<file path="config.mk">
export PLATFORM = sky130hd
export DESIGN_NAME = cacheline_adaptor
export DESIGN_NICKNAME = d
export VERILOG_FILES = /design/src/rtl/cacheline_adaptor_pkg.sv /design/src/rtl/cacheline_adaptor.sv
export SDC_FILE = /design/constraint.sdc
export NUM_CORES = 1
export LEC_CHECK = 0
export CAP_MARGIN = 5
export CORE_AREA = 4 4 275 277
export CTS_CLUSTER_SIZE = 8
export DETAILED_ROUTE_END_ITERATION = 8
export DIE_AREA = 0 0 279 281
export PLACE_DENSITY_LB_ADDON = 0.15
export SLEW_MARGIN = 20
export SYNTH_ARGS = -nofsm -noshare
export SYNTH_HDL_FRONTEND = slang
export SYNTH_SLANG_ARGS = --single-unit
</file>
<file path="constraint.sdc">
create_clock -name clk -period 4.1 [get_ports clk]
set_input_delay 0.41 -clock clk [delete_from_list [all_inputs] [get_ports clk]]
set_output_delay 0.41 -clock clk [all_outputs]
set_load 0.02 [all_outputs]
</file>
<file path="src/rtl/cacheline_adaptor_pkg.sv">
// Shared constants and state encoding for the cache-line to burst-memory adaptor.
package cacheline_adaptor_pkg;

    localparam int LINE_W      = 256;
    localparam int BURST_W     = 64;
    localparam int BEATS       = LINE_W / BURST_W;
    localparam int OFFSET_BITS = 5;

    typedef enum logic [2:0] {
        IDLE,
        RD_BURST,
        RD_DONE,
        WR_BURST,
        WR_DONE
    } adaptor_state_t;

endpackage

</file>
<file path="src/rtl/cacheline_adaptor.sv">
// Turns whole-line read/write requests from the cache into fixed 4-beat bursts on
// the memory side and answers the cache with a one-cycle resp pulse.
module cacheline_adaptor #(
    parameter int LINE_W  = 256,
    parameter int BURST_W = 64,
    parameter int ADDR_W  = 32
) (
    input  logic               clk,
    input  logic               rst,
    input  logic [LINE_W-1:0]  line_i,
    output logic [LINE_W-1:0]  line_o,
    input  logic [ADDR_W-1:0]  address_i,
    input  logic               read_i,
    input  logic               write_i,
    output logic               resp_o,
    input  logic [BURST_W-1:0] burst_i,
    output logic [BURST_W-1:0] burst_o,
    output logic [ADDR_W-1:0]  address_o,
    output logic               read_o,
    output logic               write_o,
    input  logic               resp_i
);
    import cacheline_adaptor_pkg::*;

    localparam logic [ADDR_W-1:0] ALIGN_MASK = ~ADDR_W'((1 << OFFSET_BITS) - 1);

    adaptor_state_t    state;
    logic [1:0]        cnt;
    logic [LINE_W-1:0] wbuf;
    logic              last_beat;

    assign last_beat = resp_i && (cnt == 2'(BEATS - 1));

    // The write buffer shifts down one beat per accepted strobe, so the next beat
    // to present is always sitting just above the one currently on burst_o.
    always_ff @(posedge clk) begin
        if (rst) begin
            state     <= IDLE;
            cnt       <= '0;
            wbuf      <= '0;
            line_o    <= '0;
            burst_o   <= '0;
            address_o <= '0;
            read_o    <= 1'b0;
            write_o   <= 1'b0;
            resp_o    <= 1'b0;
        end else begin
            resp_o <= 1'b0;
            case (state)
                IDLE: begin
                    if (read_i) begin
                        address_o <= address_i & ALIGN_MASK;
                        cnt       <= '0;
                        read_o    <= 1'b1;
                        state     <= RD_BURST;
                    end else if (write_i) begin
                        address_o <= address_i & ALIGN_MASK;
                        wbuf      <= line_i;
                        burst_o   <= line_i[BURST_W-1:0];
                        cnt       <= '0;
                        write_o   <= 1'b1;
                        state     <= WR_BURST;
                    end
                end
                RD_BURST: begin
                    if (resp_i) begin
                        line_o[cnt*BURST_W +: BURST_W] <= burst_i;
                        cnt <= cnt + 2'd1;
                        if (last_beat) begin
                            read_o <= 1'b0;
                            resp_o <= 1'b1;
                            state  <= RD_DONE;
                        end
                    end
                end
                RD_DONE: state <= IDLE;
                WR_BURST: begin
                    if (resp_i) begin
                        wbuf    <= wbuf >> BURST_W;
                        burst_o <= wbuf[2*BURST_W-1 -: BURST_W];
                        cnt     <= cnt + 2'd1;
                        if (last_beat) begin
                            write_o <= 1'b0;
                            resp_o  <= 1'b1;
                            burst_o <= '0;
                            state   <= WR_DONE;
                        end
                    end
                end
                WR_DONE: state <= IDLE;
                default: state <= IDLE;
            endcase
        end
    end

endmodule
</file>
==> results.yml <==
layout:
  drive_above_1_share_pct: 4.56
  synthToLayoutAreaGrowth_pct: 46.2
  most-common-layout-cells: "700 x clkdlybuf4s50_1, 634 x nand2_1, 547 x dfxtp_1"
  final_cell_area_um2: 31100
  final_common_cell: "clkdlybuf4s50_1"
  fin_nets: 3602
timing:
  fin_crit_sh_pct: 63.0
  hold_viol_final: 0
  finalWorstSetupSlack_ns: 1.52
  slew_viol_final: 0
  worst_pin_slew_ns: 0.948
  max_freq_mhz: 387
  finalSetupTns_ns: 0
  setup_viol: 0
  skew_ns: 0.0318
  max_slew_margin_pct: 36.8
  min_period_ns: 2.58
  fin_hold_ws_ns: 0.350
  rsz0062_at_grt: "false"
logic_synthesis:
  synth-seq-cells: 547
  synth_cell_types: 31
  yosysWarnings: 0
  synth_area_um2: 21300
  synthCells: 2681
  synth_area_per_cell_um2: 7.94
  ys_seq_area_share_pct: 51.4
floorplan:
  rows: 99
  core_um2: 72800
  ios: 712
  die_w_um: 279
  initial_core_util_pct: 29.2
  die_area_um2: 78400
  die_y_um: 281
route:
  antenna_left: 0
  dr.first_iter.drc_count: 1579
  avgViaCountPerCell: 5.14
  drc: 0
  first_pass_iters: 5
  vias: 21700
  wl_per_cell_um: 21.5
  finalWirelength_um: 90500
placed_design:
  portBuffers: 701
  dp_hpwl_um: 63100
  place_area_um2: 29000
  pre_cts_ws_ns: 1.11
  gp_congestion: 0.849
clocking:
  numCtsBuffers: 78
  clock_latency_ns: 0.63
  root_buffer: "clkbuf_16"
  cts_buffer_depth: 3
  cts_tree: "yes"
  clk_pin_slew_ns: 0.05
  cts_sinks: 547
  htreeDepth: 3
  cts_resized: 0
  cts_hold_buf: 0
  post-cts-setup-buffers: 0
power_and_ir_drop:
  seq_power_share_pct: 43.6
  combPwrFrac_pct: 12.1
  pwr-share-clk_pct: 44.3
  powerDensity_nw_per_um2: 420
  swShare_pct: 25.8
  power.internal_w: 0.00970
  cellLeakagePower_nw: 10.5
  p_switching_w: 0.00338
  ir_worst_vdd_v: 0.000282
  total_power_w: 0.0131
flow_run:
  maxCapViolCount: 0
grt:
  antenna_found_initial: 29
  grt_usage_pct: 21.7
  grt_max_degree: 138
  gr-total-overflow: 0
  grt_pass1_vias: 20600
  grt_pass1_wl_um: 133000
critical_path:
  startpoint_type: "register"
  cp_slowest_cell: "dfxtp_1"
  cp.arrival_ns: 3.10
  path_max_fanout: 47
  end_kind: "register"
  path_cells: "nor2b_1 -> and2_4 -> buf_4 -> nand3_1 -> a311oi_1"
  cp.required_ns: 4.62
  max_stage_delay_ns: 0.52
  crit_type: "reg -> reg"
outcome:
  status: "complete, no violations"
worst_hold_path:
  hp-class: "in -> reg"
## state kept, by name, summed over array words and instances, names as in the netlist
register / cells
line_o: 256
wbuf: 192
burst_o: 64
address_o: 27
state: 3
cnt: 2
read_o: 1
resp_o: 1
write_o: 1
## logic make-up after synthesis
| logic type | after synthesis | share of synthesized area, % |
|---|---|---|
| AO/OA/AOI/OAI | 551 | 16.4 |
| XOR/XNOR | 1 | 0.0411 |
| adder cells (fa/ha/maj) | 5 | 0.294 |
| buffers and inverters | 269 | 5.45 |
| flip-flops | 547 | 51.4 |
| other | 1 | 0.0176 |
| AND/OR/NAND/NOR | 1307 | 26.4 |
## Yosys cell counts, drive strengths merged
master,number,area share [%]
nor3,6,0.14
clkbuf,178,3.1
nand3,386,9.1
or4b,1,0.065
o21ai,4,0.094
nand2b,64,1.9
ha,5,0.29
nor3b,2,0.070
and2,5,0.15
nor4b,1,0.041
nor2,196,3.5
nor4bb,1,0.047
inv,3,0.053
a211oi,1,0.035
nand2,640,11
buf,88,2.3
a31oi,1,0.029
nor2b,2,0.059
nand4b,2,0.082
a21oi,352,8.3
nor4,1,0.029
conb,1,0.018
xnor2,1,0.041
dfxtp,547,51
o31a,1,0.041
a311oi,192,7.9
## metrics by stage
step / utilization (%) / cells
2_1_floorplan: - / 2685
3_3_place_gp: 39.8 / 4119
3_5_place_dp: 39.8 / 4119
4_1_cts: 42.7 / 4207
5_1_grt: 42.7 / 4211
6_report: 42.7 / 4217
## worst max-delay path, delay by kind of cell, from the launching register on
kind	cells	cell delay, ns
AO/OA/AOI/OAI	1	0.30
buffers and inverters	1	0.52
flip-flops	1	0.52
AND/OR/NAND/NOR	3	1.09
## power by group through the flow
stage               clock (W)  sequential (W)  combinational [W]
global placement            0         0.00580            0.00157
finish                0.00579         0.00570            0.00159
CTS                   0.00596         0.00570            0.00160
floorplan                   0         0.00590           0.000674
global route          0.00618         0.00573            0.00172
detailed placement          0         0.00581            0.00160
## path summary, 6_finish.rpt
| check | startpoint | end | slack [ns] | depth (start not counted) |
|---|---|---|---|---|
| setup / recovery | state[0]$_SDFFE_PP0P_ | burst_o[0]$_SDFFE_PP0P_ | 1.52 | 5 |
| hold / removal | rst | line_o[41]$_SDFFE_PP0P_ | 0.35 | 2 |
| setup reg to reg | state[0]$_SDFFE_PP0P_ | burst_o[0]$_SDFFE_PP0P_ | 1.52 | 5 |
| hold reg to reg | line_o[155]$_SDFFE_PP0P_ | line_o[155]$_SDFFE_PP0P_ | 0.45 | 2 |
## layer usage
layer	vias up	share of wire, %	track usage [%]	routed length [µm]
met4	28	3.2	7.80	2900
met3	190	8.7	6.87	7910
met5	-	0.19	0	175
met1	10300	40	26.5	36500
met2	817	48	36.0	43000
li1	10300	-	-	-
## cell type report
class	count	area, µm²
Clock inverter	8	146
Timing Repair Buffer	741	7560
Inverter	3	11.3
Sequential cell	547	11000
Clock buffer	80	1960
Fill cell	7205	41700
Tap cell	959	1200
Multi-Input combinational cell	1869	9280
Antenna cell	10	25.0
Power figures use the tool's default switching activity.
==> edit, RTL diff (same flow settings) <==
`LINE_W` is set to 256 in 2 places; all go to 128.
--- a/src/rtl/cacheline_adaptor_pkg.sv
+++ b/src/rtl/cacheline_adaptor_pkg.sv
@@ -3,3 +3,3 @@
 
-    localparam int LINE_W      = 256;
+    localparam int LINE_W      = 128;
     localparam int BURST_W     = 64;
--- a/src/rtl/cacheline_adaptor.sv
+++ b/src/rtl/cacheline_adaptor.sv
@@ -3,3 +3,3 @@
 module cacheline_adaptor #(
-    parameter int LINE_W  = 256,
+    parameter int LINE_W  = 128,
     parameter int BURST_W = 64,
Ports: changed (resized line_i and line_o); port bits go from 712 to 456. The function was not compared with the original's and may differ.
==> edit against the original RTL <==
Final area decreased by 43%; synthesized area is 46% lower; total power down 43%; die area did not move; worst setup slack got worse by 0.028 ns; global-route usage down 9.9 points; highest routed layer unchanged; wire length shrank 46%; sequential cell count shrank 256.
==> edit: results (changes against the original RTL) <==
metric,value,unit,change
via_count,11299,,-48%
cts-htree-levels,2,,-1
synthArstFlopShare,0,%,unchanged
numCtsBuffers,43,,-45%
wl_met2,22.4,mm,-48%
gp_congestion,0.748,,-12%
synth_area_leaders,"dfxtp_1 51%, nand3_1 11%, a21oi_1 9.8%, nand2_1 8.4%, a311oi_1 4.0%",,
drive_above_1_share,5.84,%,+1.3 points
wirelength,48.9,mm,-46%
routed-wl-met3,4.49,mm,-43%
antenna_found_initial,8,,-72%
dp_cells,2688,,-35%
path_max_fanout,33,,-30%
fillers,7918,,+9.9%
clock_latency,0.56,ns,-0.07 ns
maxSlewHeadroom,33.3,%,-3.5 points
cts_resized,0,,unchanged
status,completed,,
yosysSeqAreaShare,51.1,%,-0.30 points
hpwl,32.7,mm,-48%
finalNetCount,2006,,-44%
cp_data_arrival_time,3.05,ns,-0.05 ns
track_usage,11.8,%,-9.9 points
power.leakage,0.00589,µW,-44%
grt_max_degree,132,,-4.3%
avgSynthCellArea,8.18,µm²,+3.0%
wire_per_inst,17.8,µm,-17%
m1WireLength,21.1,mm,-42%
grt_pass1_vias,11364,,-45%
finClkSkew,0.0192,ns,-0.0125 ns
synthTopCellsByCount,"291 x dfxtp_1, 257 x nand3_1, 254 x nand2_1",,
grt_pass1_wl,72.4,mm,-45%
## edit: changes by cell type after synthesis, sizes merged, moves of 3 or more
| cell | delta |
|---|---|
| nand2 | -386 |
| dfxtp | -256 |
| nand3 | -129 |
| nor2 | -129 |
| a21oi | -128 |
| a311oi | -127 |
| clkbuf | -85 |
| buf | -40 |
| nor3 | -3 |
## edit: stage by stage
| stage | power [µW] | setup slack, ns | instance area [µm²] | util (%) |
|---|---|---|---|---|
| 2_1_floorplan | 3690 | 2.28 | 11400 | - |
| 3_3_place_gp | 4290 | 1.26 | 16700 | 22.9 |
| 3_5_place_dp | 4300 | 1.24 | 16700 | 22.9 |
| 4_1_cts | 7700 | 1.45 | 17900 | 24.5 |
| 5_1_grt | 7890 | 1.29 | 17900 | 24.5 |
| 6_report | 7510 | 1.49 | 17900 | 24.6 |
## edit: path summary, 6_finish.rpt
check,start,slack [ns],cells past startpoint,end
setup reg to reg,state[0],1.49,5,burst_o[30]
setup / recovery,state[0],1.49,5,burst_o[30]
hold / removal,address_i[5],0.41,3,address_o[5]
hold reg to reg,line_o[71],0.45,2,line_o[71]
## edit: where the power goes
| part | switching, µW | leakage, µW | internal (µW) |
|---|---|---|---|
| Clock | 1340 | 0.000573 | 1940 |
| Combinational | 625 | 0.00295 | 538 |
| Sequential | 81.1 | 0.00237 | 2980 |
## edit: metal layers
layer	track usage [%]	up-vias
li1	-	5551
met1	14.5	5344
met2	19.1	339
met3	5.19	63
met4	2.72	2
met5	0	-
## edit: kinds of logic after synthesis
logic type,count (synthesis),synth area share [%]
buffers and inverters,144,6.08
AO/OA/AOI/OAI,296,16.0
XOR/XNOR,1,0.0769
AND/OR/NAND/NOR,657,26.3
flip-flops,291,51.1
adder cells (fa/ha/maj),3,0.329
other,1,0.0329
## edit: cell type report
type	count	area share [%]
diodes	5	0.0699
flip-flops and latches	291	32.6
clock buffers	48	6.17
repair buffers	473	26.4
inverters	3	0.0629
clock inverters	5	0.343
well taps	959	6.71
multi-input cells	962	27.6
## edit: critical path, stage by stage, from the launching register on
cell      delay [ns]
dfxtp_1         0.56
nor2b_1         0.36
and2_2          0.78
buf_4           0.36
nand3_1         0.11
a311oi_1        0.30
